--- config.mk ---
export PLATFORM = sky130hd
export DESIGN_NAME = fifo_read_ctrl
export DESIGN_NICKNAME = d
export VERILOG_FILES = /design/src/rtl/fifo_pkg.sv /design/src/rtl/fifo_ptr_cnt.sv /design/src/rtl/fifo_read_ctrl.sv
export SDC_FILE = /design/constraint.sdc
export NUM_CORES = 1
export LEC_CHECK = 0
export ABC_AREA = 1
export BUFFER_PORTS_ARGS = -buffer_cell sky130_fd_sc_hd__buf_2
export CAP_MARGIN = 30
export CORE_AREA = 4 4 41 43
export CTS_CLUSTER_SIZE = 30
export DETAILED_ROUTE_END_ITERATION = 8
export DIE_AREA = 0 0 45 47
export GPL_ROUTABILITY_DRIVEN = 1
export PLACE_DENSITY = 0.83
export SYNTH_ARGS = -nofsm -noshare
export SYNTH_HDL_FRONTEND = slang
export SYNTH_SLANG_ARGS = --single-unit
--- constraint.sdc ---
create_clock -name clk -period 1.45 [get_ports clk]
set_input_delay 0.145 -clock clk [delete_from_list [all_inputs] [get_ports clk]]
set_output_delay 0.145 -clock clk [all_outputs]
set_load 0.01 [all_outputs]
--- src/rtl/fifo_pkg.sv ---
// Shared FIFO definitions: read-side state encoding and depth constants.
// Read-side state set depends on FIFO_READ_FWFT_EN (first-word-fall-through).
package fifo_pkg;

  localparam int FIFO_SIZE       = 4;
  localparam int FIFO_DATA_WIDTH = 8;
  localparam int DEPTH           = 2 ** FIFO_SIZE;

`ifdef FIFO_READ_FWFT_EN
  typedef enum logic {
    S_EMPTY = 1'b0,
    S_HOLD  = 1'b1
  } rd_state_t;
`else
  typedef enum logic {
    S_IDLE = 1'b0,
    S_OUT  = 1'b1
  } rd_state_t;
`endif

endpackage

--- src/rtl/fifo_ptr_cnt.sv ---
// SIZE-bit wrapping pointer register, shared by the read and write sides.
// Advances by one on the clock edge when inc is high; wraps 2**SIZE-1 -> 0.
module fifo_ptr_cnt #(
  parameter int SIZE = 4
) (
  input  logic            clk,
  input  logic            rst,
  input  logic            inc,
  output logic [SIZE-1:0] ptr
);

  always_ff @(posedge clk or posedge rst) begin
    if (rst) begin
      ptr <= '0;
    end else if (inc) begin
      ptr <= ptr + SIZE'(1);
    end
  end

endmodule

--- src/rtl/fifo_read_ctrl.sv ---
// FIFO read controller: registered read (1-cycle latency) or, with FIFO_READ_FWFT_EN, first-word-fall-through.
// No backpressure beyond empty_flag; a read while nothing is available sets the sticky underflow flag.
module fifo_read_ctrl
  import fifo_pkg::*;
#(
  parameter int SIZE       = FIFO_SIZE,
  parameter int DATA_WIDTH = FIFO_DATA_WIDTH
) (
  input  logic                  clk,
  input  logic                  rst,
  input  logic                  rd_en,
  input  logic                  empty_flag,
  input  logic [DATA_WIDTH-1:0] mem_rdata,
  input  logic                  underflow_clr,
  output logic [SIZE-1:0]       read_pointer,
  output logic [DATA_WIDTH-1:0] rd_data,
  output logic                  rd_valid,
  output logic                  underflow
);

  rd_state_t state;
  rd_state_t state_nxt;
  logic      load;
  logic      uf_set;

  fifo_ptr_cnt #(
    .SIZE(SIZE)
  ) u_rd_ptr (
    .clk(clk),
    .rst(rst),
    .inc(load),
    .ptr(read_pointer)
  );

`ifdef FIFO_READ_FWFT_EN
  // Prefetch whenever empty so the head word is presented without a request.
  always_comb begin
    state_nxt = state;
    load      = 1'b0;
    uf_set    = 1'b0;
    case (state)
      S_EMPTY: begin
        uf_set = rd_en;
        if (!empty_flag) begin
          load      = 1'b1;
          state_nxt = S_HOLD;
        end
      end
      S_HOLD: begin
        if (rd_en) begin
          if (!empty_flag) begin
            load = 1'b1;
          end else begin
            state_nxt = S_EMPTY;
          end
        end
      end
      default: state_nxt = S_EMPTY;
    endcase
  end

  assign rd_valid = (state == S_HOLD);
`else
  logic accept;

  assign accept = rd_en && !empty_flag;

  always_comb begin
    state_nxt = state;
    load      = 1'b0;
    uf_set    = rd_en && empty_flag;
    case (state)
      S_IDLE: begin
        if (accept) begin
          load      = 1'b1;
          state_nxt = S_OUT;
        end
      end
      S_OUT: begin
        if (accept) begin
          load = 1'b1;
        end else begin
          state_nxt = S_IDLE;
        end
      end
      default: state_nxt = S_IDLE;
    endcase
  end

  assign rd_valid = (state == S_OUT);
`endif

  always_ff @(posedge clk or posedge rst) begin
    if (rst) begin
      state <= rd_state_t'(1'b0);
    end else begin
      state <= state_nxt;
    end
  end

  always_ff @(posedge clk or posedge rst) begin
    if (rst) begin
      rd_data <= '0;
    end else if (load) begin
      rd_data <= mem_rdata;
    end
  end

  // A new underflow in the same cycle as a clear keeps the flag set.
  always_ff @(posedge clk or posedge rst) begin
    if (rst) begin
      underflow <= 1'b0;
    end else if (uf_set) begin
      underflow <= 1'b1;
    end else if (underflow_clr) begin
      underflow <= 1'b0;
    end
  end

endmodule

Yosys cells after proc, flatten, opt, wreduce, memory -nomap -nowiden

Cells that the tools add are included.

Register bits after elaboration: 14
Latch bits: 0
Bits in writable memories: 0
ROM bits: 0
Bits of input ports: 13
Word-level logic and storage cells: 12
Memories kept: 0

Add/subtract/negate cells: 1
$mul: 0
Divide/modulo/power cells: 0
Magnitude comparators: 0
Equality and inequality tests: 0
Shift-type cells: 0
Multiplexer cells: 3
Bitwise operators: 0
Reduce and logical (&&, ||, !) cells: 4

Operators by type and width:

| operator              | number |
|---|---|
| $add A4 B1 Y4 const B | 1 |
| $mux W1               | 3 |
| $logic_and A1 B1 Y1   | 2 |
| $reduce_bool A2 Y1    | 1 |
| $logic_not A1 Y1      | 1 |

Logic depth before layout (Yosys ltp)

Depth in word-level cells: 3
Depth in mapped cells: 6
Depth with buffers taken out: 6

Hierarchy

From an unflattened synthesis, not the netlist that was laid out.

Cells, all modules: 62
Area, all modules: 594.3 um^2

Modules (own cells, without submodules):

| module         | times used | cells each | area each (um^2) |
|---|---|---|---|
| fifo_read_ctrl | 1          | 42         | 410.4 |
| fifo_ptr_cnt   | 1          | 20         | 183.9 |

Worst setup path before layout

No wires, ideal clock.

Path type: reg2reg
Start: register u_rd_ptr.ptr[0]
End: register u_rd_ptr.ptr[1]
Setup time: 116 ps
Data arrival time: 806 ps
Data required time: 1334 ps
Slack: 528 ps
Stages on the path, launching flop included: 4
Buffers on the path: 0
Path through: dfrtp_1 -> ha_1 -> nand2_1 -> nand2_1

Word-level cells in the longest chain between the ends: 1

RTL lines:

| element                | line               | RTL |
|---|---|---|
| from (decl)            | fifo_ptr_cnt.sv:9  | `output logic [SIZE-1:0] ptr` |
| from (signal assigned) | fifo_ptr_cnt.sv:16 | `ptr <= ptr + SIZE'(1);` |
| $add A4 B1 Y4          | fifo_ptr_cnt.sv:16 |  |

No other way between the ends.
A chain may end at the register's enable or synchronous reset.

Final worst setup path

Start: register u_rd_ptr.ptr[1]
End: output port read_pointer[1]

RTL lines:

| element   | line                 | RTL |
|---|---|---|
| to (decl) | fifo_read_ctrl.sv:15 | `output logic [SIZE-1:0] read_pointer,` |

No word-level cell between the ends.

==> summary.txt <==
Drt
  • Antenna viol nets, final: 0
  • Post-route DRC violation count: 0
  • Number of DRC markers in iteration 0: 1
  • Routed via count: 490
  • Total Routed Length: ~1100 µm
  • Detailed-route wire length per cell: ~10 µm
  • Length of the first detailed-routing pass in iterations: 3
  • Via density per instance: between 4 and 5

Power
  • Logic gate share of total power: 0.276
  • Clock share of power: 0.243
  • Switch Pwr: about 360 µW
  • Sequential share of power: 0.481
  • Standby leakage power: between 0.0004 and 0.0005 µW
  • Internal cell power: between 700 and 800 µW
  • Ratio of total power to cell area: 1490 mW/mm²
  • Final Total Pwr: 1130 µW
  • Maximum VDD drop: around 0.69 mV
  • Switch share: 0.321

Global routing
  • Gr ovfl total: 0
  • Largest net degree at the start of global routing: 15
  • First-pass GRT wire length: 1800 µm
  • Number of global-route vias before repair: between 400 and 500
  • Initial antenna violation count: 0
  • Overall track demand over capacity in global routing: 0.126

Worst setup path
  • Endpoint required time on the critical path: about 1300 ps
  • RR Endpoint: u_rd_ptr.ptr[1]
  • Worst Path Class, Setup: reg -> out
  • CP top delay family: flip-flops
  • Max FO, Critical Path: 5
  • Arrival time of data at the critical path endpoint: 860 ps
  • Largest incremental delay on the critical path: ~430 ps
  • Worst path cell trace: buf_2
  • Worst reg2reg path startpoint: u_rd_ptr.ptr[0]
  • Crit end category: primary output
  • Nature of the critical path startpoint: flip-flop
  • Buffering stage count on the worst path with inverters included: 1
  • Worst setup slack for register-to-register paths: 510 ps
  • CP max stage cell: sky130_fd_sc_hd__dfrtp_1
  • R2R depth: 3

Timing
  • Setup TNS Final: 0 ps
  • Unrepaired setup endpoints after global routing: no
  • Max-slew violation count: 0
  • Highest achievable clock rate: 993 MHz
  • Final Hold Viols: 0
  • Max_slew headroom: 0.659
  • Max Clock Skew: about 0.17 ps
  • Transition at the pin with the smallest max-transition slack: roughly 510 ps
  • Final setup violation count: 0
  • Crit path time final: 1010 ps
  • Minimum hold slack: roughly 57 ps
  • Ratio of final minimum period to clock period: 0.694

Logic synthesis
  • Area share of the largest cell type after synthesis: 0.597
  • Sequential area share after synthesis: 0.597
  • Number of instances in the synthesized netlist: 64
  • Post-synth EDFFs: 0
  • Post-synthesis net count: between 70 and 80
  • Async SR Flop Fraction: 1.00
  • Commonest register cell after synthesis: sky130_fd_sc_hd__dfrtp_1
  • Most used standard cells in the synthesized netlist: 30 x sky130_fd_sc_hd__nand2_1, 14 x sky130_fd_sc_hd__dfrtp_1, 5 x sky130_fd_sc_hd__inv_1
  • Most frequently used cell type in the post-synthesis netlist: sky130_fd_sc_hd__nand2_1
  • Number of synthesis warnings: 0
  • Distinct cells, synth: 13
  • Avg Cell Area, Syn: ~9.2 µm²
  • Ranking of synthesized cells by area: sky130_fd_sc_hd__dfrtp_1 60%, sky130_fd_sc_hd__nand2_1 19%, sky130_fd_sc_hd__buf_6 3.8%
  • Area leader, netlist: sky130_fd_sc_hd__dfrtp_1
  • Synth Cell Area: between 500 and 600 µm²
  • Synth Register Bits: 14

Clocking
  • CTS sink count: 14
  • Cell at the root of the clock tree: sky130_fd_sc_hd__clkbuf_4
  • Resized cells post-CTS: 0
  • Maximum level of the CTS H-tree: 1
  • Clock buffers created by TritonCTS: 3
  • Clock slew seen by the registers of the worst setup and hold paths: 90 ps
  • TritonCTS clock tree: built
  • Worst skew pair latency: 270 ps
  • Maximum root-to-sink buffer count: 2

Placed design
  • Count of input and output buffers: 26
  • Placed cell count: just over 100
  • Routability-driven placement congestion ratio: about 0.68
  • DP HPWL: a little under 900 µm

Min path
  • WHS Endpoint: underflow
  • Worst min path class: in -> reg
  • Cells on Worst Hold Path: 2
  • Origin of the worst min-delay path: underflow_clr

Final layout
  • Util after Layout: 0.584
  • Final #Nets: between 100 and 150
  • Antenna diode count: 0
  • Area Growth Syn to Fin: 29.4%
  • Number of cells in the finished layout apart from fillers: between 100 and 150
  • Layout cell share with drive strength beyond 1: 0.376

Die
  • Starting density of the core: 0.451
  • Die footprint: approximately 0.0021 mm²
  • Placeable core area: ~0.0013 mm²
  • I/O pin count: 27
  • Number of standard-cell rows in the floorplan: 13
  • Chip Width: around 45 µm
  • Vertical die dimension: 47 µm

Run
  • Number of maximum-capacitance constraint violations: 0

Run status
  • Status: finished clean
[cells by family after synthesis]
group                    share of synthesized area
AO/OA/AOI/OAI                               0.0235
XOR/XNOR                                    0.0149
adder cells (fa/ha/maj)                     0.0213
buffers and inverters                       0.0832
flip-flops                                   0.597
AND/OR/NAND/NOR                              0.260
[sequential cells by signal, indices dropped and copies added, names as in the netlist]
signal,flops
underflow,1
rd_valid,1
u_rd_ptr.ptr,4
rd_data,8
[power groups by stage]
stage	logic [µW]	clock network, µW	registers [µW]
after global placement	307	0	553
after CTS	323	284	550
final	314	276	546
after detailed placement	320	0	556
after floorplan	146	0	589
after global routing	361	300	563
[cells in the final DEF, fill, tap and decap left out, drive strengths merged]
cell type and count:
nand3 2, dlygate4sd3 1, xor2 1, buf 26, dfrtp 14, nor2 1, clkbuf 4, o22ai 1
ha 1, nand2 33, inv 7, o21bai 1, nand3b 1
[per-stage QoR]
stage	area (µm²)	worst slack (ps)
5_1_grt	759	387
3_5_place_dp	713	462
4_1_cts	759	426
6_report	759	443
3_3_place_gp	713	501
2_1_floorplan	587	528
[cell type report]
cell class / instances / area (µm²)
clock buffers: 4 / 36.3
repair buffers: 27 / 140
well taps: 15 / 18.8
multi-input cells: 41 / 188
inverters: 7 / 26.3
fillers: 125 / 542
flip-flops and latches: 14 / 350
[worst max-delay path by stage]
stage	slack, ps	to	start	depth (start not counted)
after floorplan	530	u_rd_ptr.ptr[1]	u_rd_ptr.ptr[0]	3
after global placement	500	u_rd_ptr.ptr[2]	empty_flag	7
after detailed placement	460	u_rd_ptr.ptr[2]	empty_flag	7
after CTS	430	read_pointer[1]	u_rd_ptr.ptr[1]	1
after global routing	390	read_pointer[2]	u_rd_ptr.ptr[2]	1
final	440	read_pointer[1]	u_rd_ptr.ptr[1]	1
[layer usage]
layer | vias to the layer above | GRT usage | wire length [µm]
met5 | - | 0 | 0
met4 | 0 | 0.105 | 12
met3 | 2 | 0.0345 | 93
met2 | 19 | 0.212 | 553
met1 | 218 | 0.130 | 472
li1 | 251 | - | -
[what timing repair did]
| action | CTS | global route |
|---|---|---|
| endpoints found under the hold margin | 14 | 0 |
| hold buffers | 1 | 0 |
| buffers inserted | 0 | 0 |
Power figures use the tool's default switching activity.
